--- src/rtl/ctrl_fsm_p.sv ---
// ctrl_fsm_p: multi-cycle instruction sequencer (FETCH/FWAIT/DECODE/EX1..EX3) driving datapath strobes.
//
// Ports:
//   clock      rising-edge clock
//   resetn     synchronous active-low reset (state -> FETCH, all outputs forced to 0)
//   run        advance enable; when low the state holds and every output is 0
//   ir         instruction register contents {op[3:0], imm, rx, ..., ry}
//   btrue      branch condition from datapath
//   mem_ready  memory access complete (only honoured when CTRL_MEM_WAIT_EN is defined)
//   ir_in, a_in, g_in, addr_in, dout_in, wren, pc_inc, pc_in, mvt, done   datapath strobes
//   r_in       one-hot register write enables (register NREG-1 is the PC and uses pc_in instead)
//   select     bus mux: 0..NREG-1 register, NREG = G, NREG+1 = immediate, NREG+2 = memory data
//   alu_op     0 add, 1 sub, 2 and, 3 sll, 4 srl
//   bope       0 b, 1 beq, 2 bne
//
// Build option: define CTRL_MEM_WAIT_EN to make fetch, ld and st wait for mem_ready;
// otherwise every memory access is assumed to complete in one cycle.
module ctrl_fsm_p #(
    parameter int NREG = 8,
    parameter int IRW = 16,
    localparam int RXW = $clog2(NREG),
    localparam int SELW = $clog2(NREG + 3)
) (
    input  logic            clock,
    input  logic            resetn,
    input  logic            run,
    input  logic [IRW-1:0]  ir,
    input  logic            btrue,
    input  logic            mem_ready,
    output logic            ir_in,
    output logic            a_in,
    output logic            g_in,
    output logic            addr_in,
    output logic            dout_in,
    output logic            wren,
    output logic            pc_inc,
    output logic            pc_in,
    output logic            mvt,
    output logic            done,
    output logic [NREG-1:0] r_in,
    output logic [SELW-1:0] select,
    output logic [2:0]      alu_op,
    output logic [1:0]      bope
);
    typedef enum logic [2:0] {FETCH, FWAIT, DECODE, EX1, EX2, EX3} state_t;
    localparam logic [SELW-1:0] SEL_PC  = SELW'(NREG - 1);
    localparam logic [SELW-1:0] SEL_G   = SELW'(NREG);
    localparam logic [SELW-1:0] SEL_IMM = SELW'(NREG + 1);
    localparam logic [SELW-1:0] SEL_MEM = SELW'(NREG + 2);
    state_t state_q, state_d;
    logic [3:0]     op;
    logic           imm;
    logic [RXW-1:0] rx, ry;
    logic           is_alu, is_br, wr, mem_ok, unused_ir;
    logic [2:0]     alu_code;
    assign op        = ir[IRW-1 -: 4];
    assign imm       = ir[IRW-5];
    assign rx        = ir[IRW-6 -: RXW];
    assign ry        = ir[RXW-1:0];
    assign unused_ir = ^ir;
    assign is_alu    = (op == 4'h2) || (op == 4'h3) || (op == 4'h4) || (op == 4'hA) || (op == 4'hB);
    assign is_br     = (op == 4'h7) || (op == 4'h8) || (op == 4'h9);
    assign alu_code  = (op == 4'h2) ? 3'd0 : (op == 4'h3) ? 3'd1 : (op == 4'h4) ? 3'd2 :
                       (op == 4'hA) ? 3'd3 : 3'd4;
`ifdef CTRL_MEM_WAIT_EN
    assign mem_ok = mem_ready;
`else
    logic unused_mem_ready;
    assign unused_mem_ready = mem_ready;
    assign mem_ok = 1'b1;
`endif
    always_ff @(posedge clock) begin
        state_q <= !resetn ? FETCH : state_d;
    end
    // Outputs are gated by resetn as well as run so that the cycle in which reset is
    // applied already shows no strobes, and an abandoned instruction never writes.
    always_comb begin
        state_d = state_q;
        ir_in   = 1'b0;
        a_in    = 1'b0;
        g_in    = 1'b0;
        addr_in = 1'b0;
        dout_in = 1'b0;
        wren    = 1'b0;
        pc_inc  = 1'b0;
        pc_in   = 1'b0;
        mvt     = 1'b0;
        done    = 1'b0;
        r_in    = '0;
        select  = '0;
        alu_op  = 3'd0;
        bope    = 2'd0;
        wr      = 1'b0;
        if (run && resetn) begin
            case (state_q)
                FETCH: begin
                    select  = SEL_PC;
                    addr_in = 1'b1;
                    pc_inc  = 1'b1;
                    state_d = FWAIT;
                end
                FWAIT: state_d = mem_ok ? DECODE : FWAIT;
                DECODE: begin
                    ir_in   = 1'b1;
                    state_d = EX1;
                end
                EX1: begin
                    state_d = EX2;
                    if (op == 4'h0) begin
                        select = imm ? SEL_IMM : SELW'(ry);
                        wr     = 1'b1;
                        done   = 1'b1;
                    end else if (op == 4'h1) begin
                        select = SEL_IMM;
                        mvt    = 1'b1;
                        wr     = 1'b1;
                        done   = 1'b1;
                    end else if (is_alu) begin
                        select = SELW'(rx);
                        a_in   = 1'b1;
                    end else if (op == 4'h5 || op == 4'h6) begin
                        select  = SELW'(ry);
                        addr_in = 1'b1;
                    end else if (is_br) begin
                        bope = 2'(op - 4'h7);
                        // Taken branch: latch PC into A so EX2 can add the offset.
                        if (btrue) begin
                            select = SEL_PC;
                            a_in   = 1'b1;
                        end else begin
                            done = 1'b1;
                        end
                    end else begin
                        done = 1'b1;
                    end
                end
                EX2: begin
                    if (is_alu) begin
                        select  = imm ? SEL_IMM : SELW'(ry);
                        alu_op  = alu_code;
                        g_in    = 1'b1;
                        state_d = EX3;
                    end else if (op == 4'h5) begin
                        state_d = mem_ok ? EX3 : EX2;
                    end else if (op == 4'h6) begin
                        select  = SELW'(rx);
                        dout_in = 1'b1;
                        wren    = 1'b1;
                        done    = mem_ok;
                    end else if (is_br) begin
                        select  = SEL_IMM;
                        g_in    = 1'b1;
                        state_d = EX3;
                    end else begin
                        state_d = FETCH;
                    end
                end
                EX3: begin
                    state_d = FETCH;
                    if (is_alu) begin
                        select = SEL_G;
                        wr     = 1'b1;
                        done   = 1'b1;
                    end else if (op == 4'h5) begin
                        select = SEL_MEM;
                        wr     = 1'b1;
                        done   = 1'b1;
                    end else if (is_br) begin
                        select = SEL_G;
                        pc_in  = 1'b1;
                        done   = 1'b1;
                    end
                end
                default: state_d = FETCH;
            endcase
            // Writing the top register means writing the PC, which has its own strobe.
            if (wr) begin
                if (rx == RXW'(NREG - 1)) pc_in = 1'b1;
                else r_in[rx] = 1'b1;
            end
            if (done) state_d = FETCH;
        end
    end
endmodule

--- config.mk ---
export PLATFORM = sky130hd
export DESIGN_NAME = ctrl_fsm_p
export DESIGN_NICKNAME = d
export VERILOG_FILES = /design/src/rtl/ctrl_fsm_p.sv
export SDC_FILE = /design/constraint.sdc
export NUM_CORES = 1
export LEC_CHECK = 0
export BUFFER_PORTS_ARGS = -buffer_cell sky130_fd_sc_hd__buf_2
export CORE_MARGIN = 1
export CORE_UTILIZATION = 42
export CTS_CLUSTER_DIAMETER = 60
export CTS_CLUSTER_SIZE = 12
export DETAILED_ROUTE_END_ITERATION = 8
export PLACE_DENSITY = 0.77
export SLEW_MARGIN = 30
export SYNTH_ARGS = -nofsm -noshare
export SYNTH_HDL_FRONTEND = slang
export SYNTH_SLANG_ARGS = --single-unit
--- constraint.sdc ---
create_clock -name clock -period 2.22 [get_ports clock]
set_clock_uncertainty 0.15 [all_clocks]
set_input_delay 0.444 -clock clock [delete_from_list [all_inputs] [get_ports clock]]
set_output_delay 0.444 -clock clock [all_outputs]
set_load 0.005 [all_outputs]
==> reports/qor.csv <==
stage,metric,value,unit
floorplan,total core area,2190,µm²
routing,final wirelength,5500,µm
floorplan,Die X,50.1,µm
sta,Final Setup Violations,20,
pwr,Clock power frac,20.2,%
sta,post-route clock period utilization,118,%
final_layout,register with the most flip-flops,state_q,
clock_network,clk sinks,3,
clock_network,CTS tree,built,
routing,Post-DRT Antenna Nets,0,
clock_network,later-pin clock latency in the skew report,250,ps
run,MaxCap Viol Count,0,
setup_path,Setup crit end,r_in[1],
pwr,share of power burned in registers,12.5,%
setup_path,Reg-to-Reg End,state_q[2],
min_path,hold crit path type,input pin to flop,
grt,gr ovfl total,0,
run_status,failing checks,negative setup slack,
synth,Post-Syn Area,972,µm²
synth,Post-synth top cells,"nor2_1 (20), nand2_1 (10), nor3_1 (8)",
setup_path,Critical Path AT,2030,ps
pwr,ratio of total power to cell area,260,nW/µm²
setup_path,Buf/Inv on CP,5,
routing,DRC,0,
floorplan,Initial Util,44.4,%
setup_path,CP cell instances,buf_12 > inv_12 > buf_6 > ha_4 > o21bai_1 > a211o_1 > o21a_1 > buf_4 > nand3b_1 > nor3_1 > buf_2,
final_layout,layout cell share with drive strength beyond 1,65.0,%
place,detailed placer's ending HPWL,2970,µm
grt,initial antenna violation count,0,
floorplan,DIE HEIGHT,50.1,µm
final_layout,Largest register FFs,3,
final_layout,nets,263,
final_layout,Antenna Cells,0,
synth,synth warn,0,
place,pre-CTS setup slack,-471,ps
clock_network,CTS Buf Count,3,
synth,cell taking the most area after synthesis,nor2_1,
grt,largest net degree at the start of global routing,12,
grt,total global routing track utilization,39.6,%
final_layout,biggest regs,state_q (3),
place,# port buffers,40,
floorplan,Site Rows,17,
setup_path,CP Capture Type,primary output,
sta,fmax,381,MHz
floorplan,die area,2510,µm²
setup_path,r2r worst-path depth,4,
setup_path,Crit path largest cell delay,270,ps
synth,ys async rst share,0,%
setup_path,Critical Setup Path Class,input pin to primary output,
clock_network,Max clock buf depth,2,
clock_network,root buffer cell,clkbuf_4,
routing,Iteration-0 DRC Markers,135,
synth,Post-Syn Nets,171,
sta,RSZ-0062 raised after global routing,true,
routing,DRT Pass-1 Iters,5,
routing,routed via count,1744,
routing,Via density,6.58,
synth,Synth cell types,55,
synth,Mapped Cells,146,
setup_path,CP Launch Type,input pin,
pwr,Leak,0.000906,µW
setup_path,CP required,1630,ps
pwr,Switching Power,227,µW
floorplan,num ports,48,
setup_path,worst reg-to-reg setup slack,690,ps
sta,final hold viol count,0,
clock_network,"Clk pin slew, worst setup/hold paths",40,ps
setup_path,r2r startpoint,state_q[1],
synth,"count leader, synth",nor2_1,
final_layout,Syn-to-layout area delta,105,%
synth,Syn Area/Cell,6.66,µm²
pwr,switch share,43.8,%
sta,fin. max-slew vios,0,
synth,"Seq/Total Area, Yosys",6.18,%
setup_path,"CP delay by family, top",buffers and inverters,
pwr,Int Power,291,µW
grt,first-pass GRT wire length,7510,µm
synth,Main synth FF type,dfxtp_1,
synth,synth top area cells,"nor2_1 (7.7%), dfxtp_1 (6.2%), ha_1 (5.1%), nor3_1 (4.1%), buf_4 (3.9%)",
sta,min cycle time layout,2620,ps
routing,DR WL/cell,20.7,µm
synth,"FF+latch count, synth",3,
place,GP Congestion,0.971,
setup_path,"slowest stage cell, crit path",a211o_1,
run_status,run status,finished with violations,
pwr,VDD IR max,259,µV
sta,Final WS setup,-405,ps
setup_path,critical path depth,11,
sta,Fin Hold WS,333,ps
synth,number of synthesized flops with an enable pin,0,
synth,Yosys top cell area share,7.72,%
grt,vias in the first global route,1629,
pwr,logic gate share of total power,67.3,%
min_path,Hold Path Cell Cnt,2,
setup_path,CP Max Fanout,5,
setup_path,crit path launch,ir[12],
clock_network,H-tree levels,1,
## logic make-up (layout without fill, tap and decap cells)
family,Yosys count,in the layout,share of synthesized area (%)
XOR/XNOR,1,1,0.901
buffers and inverters,19,110,10.7
multiplexers,1,1,1.03
flip-flops,3,3,6.18
AO/OA/AOI/OAI,47,47,36.6
adder cells (fa/ha/maj),4,4,5.15
AND/OR/NAND/NOR,70,70,39.1
other,1,1,0.386
## per-stage QoR
step / setup TNS (ps) / total power [µW] / utilization, % / cell area [µm²] / cells
detailed placement: -7320 / 297 / 69.2 / 1520 / 245
global placement: -6920 / 291 / 69.2 / 1520 / 245
floorplan: -40.4 / 190 / - / 1050 / 146
finish: -6190 / 518 / 90.8 / 1990 / 265
global route: -7010 / 539 / 90.8 / 1990 / 265
CTS: -4650 / 465 / 85.0 / 1860 / 261
## power by group through the flow
stage | logic, µW | registers (µW) | clock network, µW
final | 348 | 64.6 | 105
after floorplan | 131 | 59.3 | 0
after CTS | 296 | 62.7 | 106
after global placement | 228 | 63.1 | 0
after global routing | 363 | 64.9 | 111
after detailed placement | 234 | 63.2 | 0
## what timing repair did
action / in CTS / in global routing
endpoints found under the setup margin: 23 / 25
pin swaps: 25 / 17
setup buffers: 12 / 4
hold buffers: 0 / 0
resized for setup: 53 / 23
## layout make-up
cell class              count  area, µm²
repair buffers             99        698
flip-flops and latches      3       62.6
well taps                  28       35.0
clock buffers               4       26.3
multi-input cells         124       1110
fillers                   103        201
inverters                   7       53.8
## worst min-delay path by stage
stage	startpoint	endpoint
2_1_floorplan	resetn	state_q[1]
3_3_place_gp	state_q[1]	state_q[1]
3_5_place_dp	resetn	state_q[1]
4_1_cts	resetn	state_q[1]
5_1_grt	resetn	state_q[0]
6_report	resetn	state_q[0]
## routing by layer
layer | vias up | share of wire (%) | global-route usage, %
met3 | 53 | 11 | 8.64
met1 | 813 | 35 | 41.4
met5 | - | 0 | 0
li1 | 724 | - | -
met4 | 0 | 5.9 | 24.8
met2 | 154 | 48 | 70.2
## worst register-to-register path, stage by stage, from the launching register on
cell and delay (ps):
dfxtp_1 340, buf_4 180, nor3b_4 330, o2bb2a_4 210, a31o_1 200
## cell usage in the layout, fill, tap and decap left out, types with 2 or more instances in the layout
cell type	count
nand3_2	2
a21oi_1	3
o21ai_0	2
o21ai_1	3
nand3_1	5
buf_2	38
nor2_2	5
inv_1	3
o211ai_1	2
buf_6	10
nor2_1	11
o22ai_1	3
buf_4	50
ha_4	3
nor2_4	4
clkbuf_4	3
nand2_1	7
dfxtp_2	2
nand2_4	2
a211oi_2	2
nor3_2	3
nor3_4	2
a21oi_2	2
nand2b_1	5
nor3_1	4
nand3b_1	3
nor2b_1	2
inv_12	2
o21ai_4	2
o21a_1	4
a22oi_1	3
(Power assumes the default switching activity.)
